==> config.mk <==
export PLATFORM = sky130hd
export DESIGN_NAME = nvram_upload_reader
export DESIGN_NICKNAME = d
export VERILOG_FILES = /design/src/rtl/nvram_upload_reader.sv
export SDC_FILE = /design/constraint.sdc
export NUM_CORES = 1
export LEC_CHECK = 0
export CAP_MARGIN = 15
export CORE_MARGIN = 2
export CORE_UTILIZATION = 25
export DETAILED_ROUTE_END_ITERATION = 8
export SYNTH_ARGS = -nofsm -noshare
export SYNTH_HDL_FRONTEND = slang
export SYNTH_SLANG_ARGS = --single-unit
==> constraint.sdc <==
create_clock -name CLK -period 3.9 [get_ports CLK]
set_clock_uncertainty 0.05 [all_clocks]
set_input_delay 1.17 -clock CLK [delete_from_list [all_inputs] [get_ports CLK]]
set_output_delay 1.17 -clock CLK [all_outputs]
set_load 0.02 [all_outputs]
==> src/rtl/nvram_upload_reader.sv <==
// nvram_upload_reader
//
// Serves HPS upload requests (core -> HPS) from a core-side RAM region such
// as hiscore or NVRAM storage. It sits between the hps_io ioctl upload
// signals and one read port of a core dual-port RAM. While an upload is in
// progress the game core is paused so the RAM contents stay coherent.
//
// Parameters:
//   ADDR_W - RAM address width; the region is 2**ADDR_W bytes
//   RD_LAT - RAM read latency in clocks from ram_rd to valid ram_q (1..3)
//   FILL   - byte returned for requests outside the region
//
// Ports:
//   CLK, RESET    - system clock, asynchronous active-high reset
//   ioctl_upload  - high for the whole upload transfer
//   ioctl_rd      - one-cycle byte request strobe
//   ioctl_addr    - byte address of the request, valid with ioctl_rd
//   ioctl_din     - returned byte, valid while ioctl_wait is low after a request
//   ioctl_wait    - stalls the HPS while high
//   pause_req     - asks the game core to halt
//   pause_ack     - game core reports it is halted
//   ram_addr      - RAM read address
//   ram_rd        - one-cycle RAM read strobe
//   ram_q         - RAM read data
//   busy          - high whenever the reader is not idle
//   byte_count    - completed reads since the upload started, saturating
module nvram_upload_reader #(
    parameter int         ADDR_W = 10,
    parameter int         RD_LAT = 1,
    parameter logic [7:0] FILL   = 8'hFF
) (
    input  logic              CLK,
    input  logic              RESET,
    input  logic              ioctl_upload,
    input  logic              ioctl_rd,
    input  logic [24:0]       ioctl_addr,
    output logic [7:0]        ioctl_din,
    output logic              ioctl_wait,
    output logic              pause_req,
    input  logic              pause_ack,
    output logic [ADDR_W-1:0] ram_addr,
    output logic              ram_rd,
    input  logic [7:0]        ram_q,
    output logic              busy,
    output logic [ADDR_W:0]   byte_count
);

    localparam logic [2:0] S_IDLE    = 3'd0;
    localparam logic [2:0] S_PAUSE   = 3'd1;
    localparam logic [2:0] S_READY   = 3'd2;
    localparam logic [2:0] S_FETCH   = 3'd3;
    localparam logic [2:0] S_RELEASE = 3'd4;

    localparam logic [1:0]      LAT_LAST = 2'(RD_LAT);
    localparam logic [ADDR_W:0] CNT_MAX  = '1;

    logic [2:0]        state_q,     state_d;
    logic              uploadPrev_q;
    logic [7:0]        din_q,       din_d;
    logic              wait_q,      wait_d;
    logic              pauseReq_q,  pauseReq_d;
    logic [ADDR_W-1:0] ramAddr_q,   ramAddr_d;
    logic              ramRd_q,     ramRd_d;
    logic              busy_q,      busy_d;
    logic [ADDR_W:0]   count_q,     count_d;
    logic [1:0]        latCnt_q,    latCnt_d;

    logic              uploadRise;
    logic              inRange;
    logic [ADDR_W:0]   countInc;

    // The registered copy resets to 0, so an upload already high when reset
    // is released is still seen as a fresh rising edge.
    assign uploadRise = ioctl_upload & ~uploadPrev_q;

    // Any address bit at or above ADDR_W puts the request outside the region.
    assign inRange = ((ioctl_addr >> ADDR_W) == 25'd0);

    assign countInc = (count_q == CNT_MAX) ? count_q : count_q + 1'b1;

    // Next-state logic. ram_rd defaults low so it can only ever be a single
    // cycle pulse. A low ioctl_upload is checked before ioctl_rd so an upload
    // ending in the same cycle as a request drops that request.
    always_comb begin
        state_d    = state_q;
        din_d      = din_q;
        wait_d     = wait_q;
        pauseReq_d = pauseReq_q;
        ramAddr_d  = ramAddr_q;
        ramRd_d    = 1'b0;
        count_d    = count_q;
        latCnt_d   = latCnt_q;

        case (state_q)
            S_IDLE: begin
                if (uploadRise) begin
                    state_d    = S_PAUSE;
                    pauseReq_d = 1'b1;
                    wait_d     = 1'b1;
                    count_d    = '0;
                end
            end

            S_PAUSE: begin
                if (!ioctl_upload) begin
                    state_d    = S_RELEASE;
                    pauseReq_d = 1'b0;
                    wait_d     = 1'b0;
                end else if (pause_ack) begin
                    state_d = S_READY;
                    wait_d  = 1'b0;
                end
            end

            S_READY: begin
                if (!ioctl_upload) begin
                    state_d    = S_RELEASE;
                    pauseReq_d = 1'b0;
                    wait_d     = 1'b0;
                end else if (ioctl_rd) begin
                    if (inRange) begin
                        state_d   = S_FETCH;
                        ramAddr_d = ioctl_addr[ADDR_W-1:0];
                        ramRd_d   = 1'b1;
                        wait_d    = 1'b1;
                        latCnt_d  = '0;
                    end else begin
                        din_d   = FILL;
                        count_d = countInc;
                    end
                end
            end

            // latCnt_q is 0 in the ram_rd cycle and reaches RD_LAT in the
            // cycle where ram_q is valid; that is where the byte is captured.
            S_FETCH: begin
                if (!ioctl_upload) begin
                    state_d    = S_RELEASE;
                    pauseReq_d = 1'b0;
                    wait_d     = 1'b0;
                end else if (latCnt_q == LAT_LAST) begin
                    state_d = S_READY;
                    din_d   = ram_q;
                    wait_d  = 1'b0;
                    count_d = countInc;
                end else begin
                    latCnt_d = latCnt_q + 2'd1;
                end
            end

            S_RELEASE: begin
                state_d = S_IDLE;
            end

            default: begin
                state_d    = S_IDLE;
                pauseReq_d = 1'b0;
                wait_d     = 1'b0;
            end
        endcase

        busy_d = (state_d != S_IDLE);
    end

    // State and output registers.
    always_ff @(posedge CLK or posedge RESET) begin
        if (RESET) begin
            state_q      <= S_IDLE;
            uploadPrev_q <= 1'b0;
            din_q        <= '0;
            wait_q       <= 1'b0;
            pauseReq_q   <= 1'b0;
            ramAddr_q    <= '0;
            ramRd_q      <= 1'b0;
            busy_q       <= 1'b0;
            count_q      <= '0;
            latCnt_q     <= '0;
        end else begin
            state_q      <= state_d;
            uploadPrev_q <= ioctl_upload;
            din_q        <= din_d;
            wait_q       <= wait_d;
            pauseReq_q   <= pauseReq_d;
            ramAddr_q    <= ramAddr_d;
            ramRd_q      <= ramRd_d;
            busy_q       <= busy_d;
            count_q      <= count_d;
            latCnt_q     <= latCnt_d;
        end
    end

    assign ioctl_din  = din_q;
    assign ioctl_wait = wait_q;
    assign pause_req  = pauseReq_q;
    assign ram_addr   = ramAddr_q;
    assign ram_rd     = ramRd_q;
    assign busy       = busy_q;
    assign byte_count = count_q;

endmodule
==> summary.md <==
| Metric | Value |
|---|---|
| Status | `complete, no violations` |
| Finished Layout Cells | `approximately 350` |
| Post-CTS setup buffer count | `0` |
| CP max FO | `14` |
| CTS clk-pin slew, worst paths | `around 0.090 ns` |
| Number of diodes | `0` |
| Max-cap violations | `0` |
| Synthesis-to-layout area growth | `43.8%` |
| CP peak stage delay | `approximately 0.64 ns` |
| Remaining global-route overflow | `0` |
| Gpl congestion | `about 0.80` |
| Resize count post-CTS | `0` |
| Clock sinks | `39` |
| Die Wd | `between 90 and 100 um` |
| Synthesized cell area | `roughly 2000 sq um` |
| Post-synth ARST share | `100%` |
| CTS buffer count | `5` |
| Post-synthesis sequential area ratio | `approximately 49%` |
| Largest cells by area after synthesis | `dfrtp_1 49%, mux2_4 6.8%, o22a_1 4.0%` |
| Worst slew margin | `between 60% and 70%` |
| CP Launch Type | `input port` |
| Largest net degree at the start of global routing | `40` |
| Die height | `between 90 and 100 um` |
| Initial core utilization | `around 26%` |
| Maximum VDD drop | `133 uV` |
| Cells along the critical path | `clkdlybuf4s50_1, or2b_1, a21oi_2, nand3b_1, a22o_1` |
| Post-synth top area share | `about half` |
| Post-DRT Antenna Nets | `0` |
| I/O Pins | `71` |
| Fin crit period | `approximately 2.9 ns` |
| Vias in the first global route | `~1600` |
| Vias per cell | `around 4.7` |
| Final Hold Viols | `0` |
| Die area | `8630 sq um` |
| Final Cycle Share | `between 70% and 80%` |
| RSZ-0062 raised after global routing | `false` |
| Dpl hpwl | `3.29 mm` |
| Ys Warns | `0` |
| Core Region | `between 7000 and 8000 sq um` |
| First-pass DRT Iterations | `4` |
| Yosys top cell by area | `dfrtp_1` |
| Most frequent cell after synthesis | `dfrtp_1` |
| Crit end category | `register` |
| Final-report max-slew violation count | `0` |
| Prevailing post-synth register cell | `dfrtp_1` |
| Synth top cells by count | `39 x dfrtp_1, 13 x nand2_1, 10 x nor2_1` |
| Crit path kind | `in -> reg` |
| Power Density | `around 400 nW/um^2` |
| Final wirelength | `about 4.6 mm` |
| Cell count after synthesis | `between 150 and 200` |
| Routed vias | `1613` |
| Number of flops mapped to enable cells by yosys | `0` |
| Final nets | `roughly 280` |
| Setup TNS | `0 ns` |
| Routed WL per cell | `between 10 and 15 um` |
| Critical Path AT | `between 3 and 4 ns` |
| CTS tree | `yes` |
| Net Count, Synth | `roughly 210` |
| Row count | `32` |
| Setup Viol. Count Final | `0` |
| Clock tree buffer depth | `2` |
| Worst Hold Class | `reg -> reg` |
| Distinct cell type count after synthesis | `50` |
| #FFs+latches synth | `39` |
| GRT Total Usage | `between 10% and 20%` |
| First-pass GRT wire length | `7.60 mm` |
| P_leak | `~1.2 nW` |
| Port bufs | `70` |
| Initial antenna violation count | `0` |
| Remaining DRCs | `0` |
| DR iter-0 viols | `46` |
| H-tree levels | `2` |
| Worst slew pin tran | `~0.57 ns` |
| Clk_lat worst skew | `roughly 0.30 ns` |
| Critical path required time | `4.04 ns` |
| Cell total after placement | `approximately 340` |
| # hold bufs at CTS | `0` |
| Mean Syn Cell Area | `between 10 and 15 sq um` |
| Root Driver | `clkbuf_8` |
| Top achievable clock speed | `approximately 350 MHz` |
| Share of cells above drive strength 1 | `between 10% and 20%` |
| CP max-delay cell | `clkdlybuf4s50_1` |
path summary, 6_finish.rpt:
path	start	to	slack (ns)	depth (start not counted)
max reg2reg	latCnt_q[1]	byte_count[1]	1.89	6
max	ioctl_upload	byte_count[1]	1.03	5
min reg2reg	pause_req	pause_req	0.44	1
min in group asynchronous	RESET	ioctl_din[3]	1.25	3
min	pause_req	pause_req	0.44	1
max in group asynchronous	RESET	ram_addr[2]	2.20	3
layer usage:
metal	wire, um	vias up	GRT usage (%)	part of all wire, %
met4	62	0	3.31	1.4
met2	1980	62	17.1	43
met3	369	7	3.99	8.1
li1	-	783	-	-
met5	0	-	0	0
met1	2160	761	14.4	47
report_power, final:
group	internal (mW)	total, mW	switching [mW]
Combinational	0.196	0.364	0.168
Sequential	0.470	0.514	0.0440
Clock	0.125	0.271	0.146
Total	0.792	1.15	0.358
placed cells by master (no fill, tap or decap), drive strengths merged, types with 2 or more instances in the layout:
master,n
a21o,2
a21oi,8
a31oi,3
a32o,2
and2,4
and3,7
and4,5
clkbuf,6
clkdlybuf4s50,70
dfrtp,39
ha,2
inv,3
mux2,10
mux2i,4
nand2,13
nand2b,6
nand3,4
nand4,7
nor2,10
nor3,4
nor4,3
o21ai,5
o22a,9
o2bb2ai,2
metrics by stage:
| stage | setup WS [ns] | area (sq um) | utilization, % | total power [mW] | hold WS (ns) |
|---|---|---|---|---|---|
| after global placement | 0.768 | 2760 | 35.9 | 0.888 | 0.415 |
| final | 1.03 | 2840 | 37.0 | 1.15 | 0.435 |
| after detailed placement | 0.744 | 2760 | 35.9 | 0.891 | 0.419 |
| after floorplan | 1.41 | 1980 | - | 0.719 | 0.428 |
| after CTS | 1.06 | 2840 | 37.0 | 1.17 | 0.445 |
| after global routing | 0.877 | 2840 | 37.0 | 1.22 | 0.472 |
area by class of cell:
class | instances | area, sq um
Clock buffer | 6 | 72.6
Tap cell | 102 | 128
Multi-Input combinational cell | 123 | 933
Fill cell | 782 | 4850
Clock inverter | 2 | 12.5
Sequential cell | 39 | 976
Timing Repair Buffer | 71 | 708
Inverter | 3 | 11.3
sequential cells by signal (all words and copies together) (netlist names):
signal,flops
ioctl_din,8
latCnt_q,2
busy,1
uploadPrev_q,1
pause_req,1
ioctl_wait,1
state_q,3
byte_count,11
ram_rd,1
ram_addr,10
worst max-delay path, delay by kind of cell:
kind	cells	cell delay, ns
and+or+nand+nor	2	0.49
buffers and inverters	1	0.64
AOI/OAI and AO/OA	2	0.71
kinds of logic after synthesis:
kind of cell / count (synthesis) / share of synthesized area (%)
AO/OA/AOI/OAI: 36 / 14.5
AND/OR/NAND/NOR: 71 / 22.0
flip-flops: 39 / 49.4
multiplexers: 14 / 9.44
adder cells (fa/ha/maj): 2 / 1.27
buffers and inverters: 9 / 3.36
No activity file was read; power rests on OpenSTA's default activity.
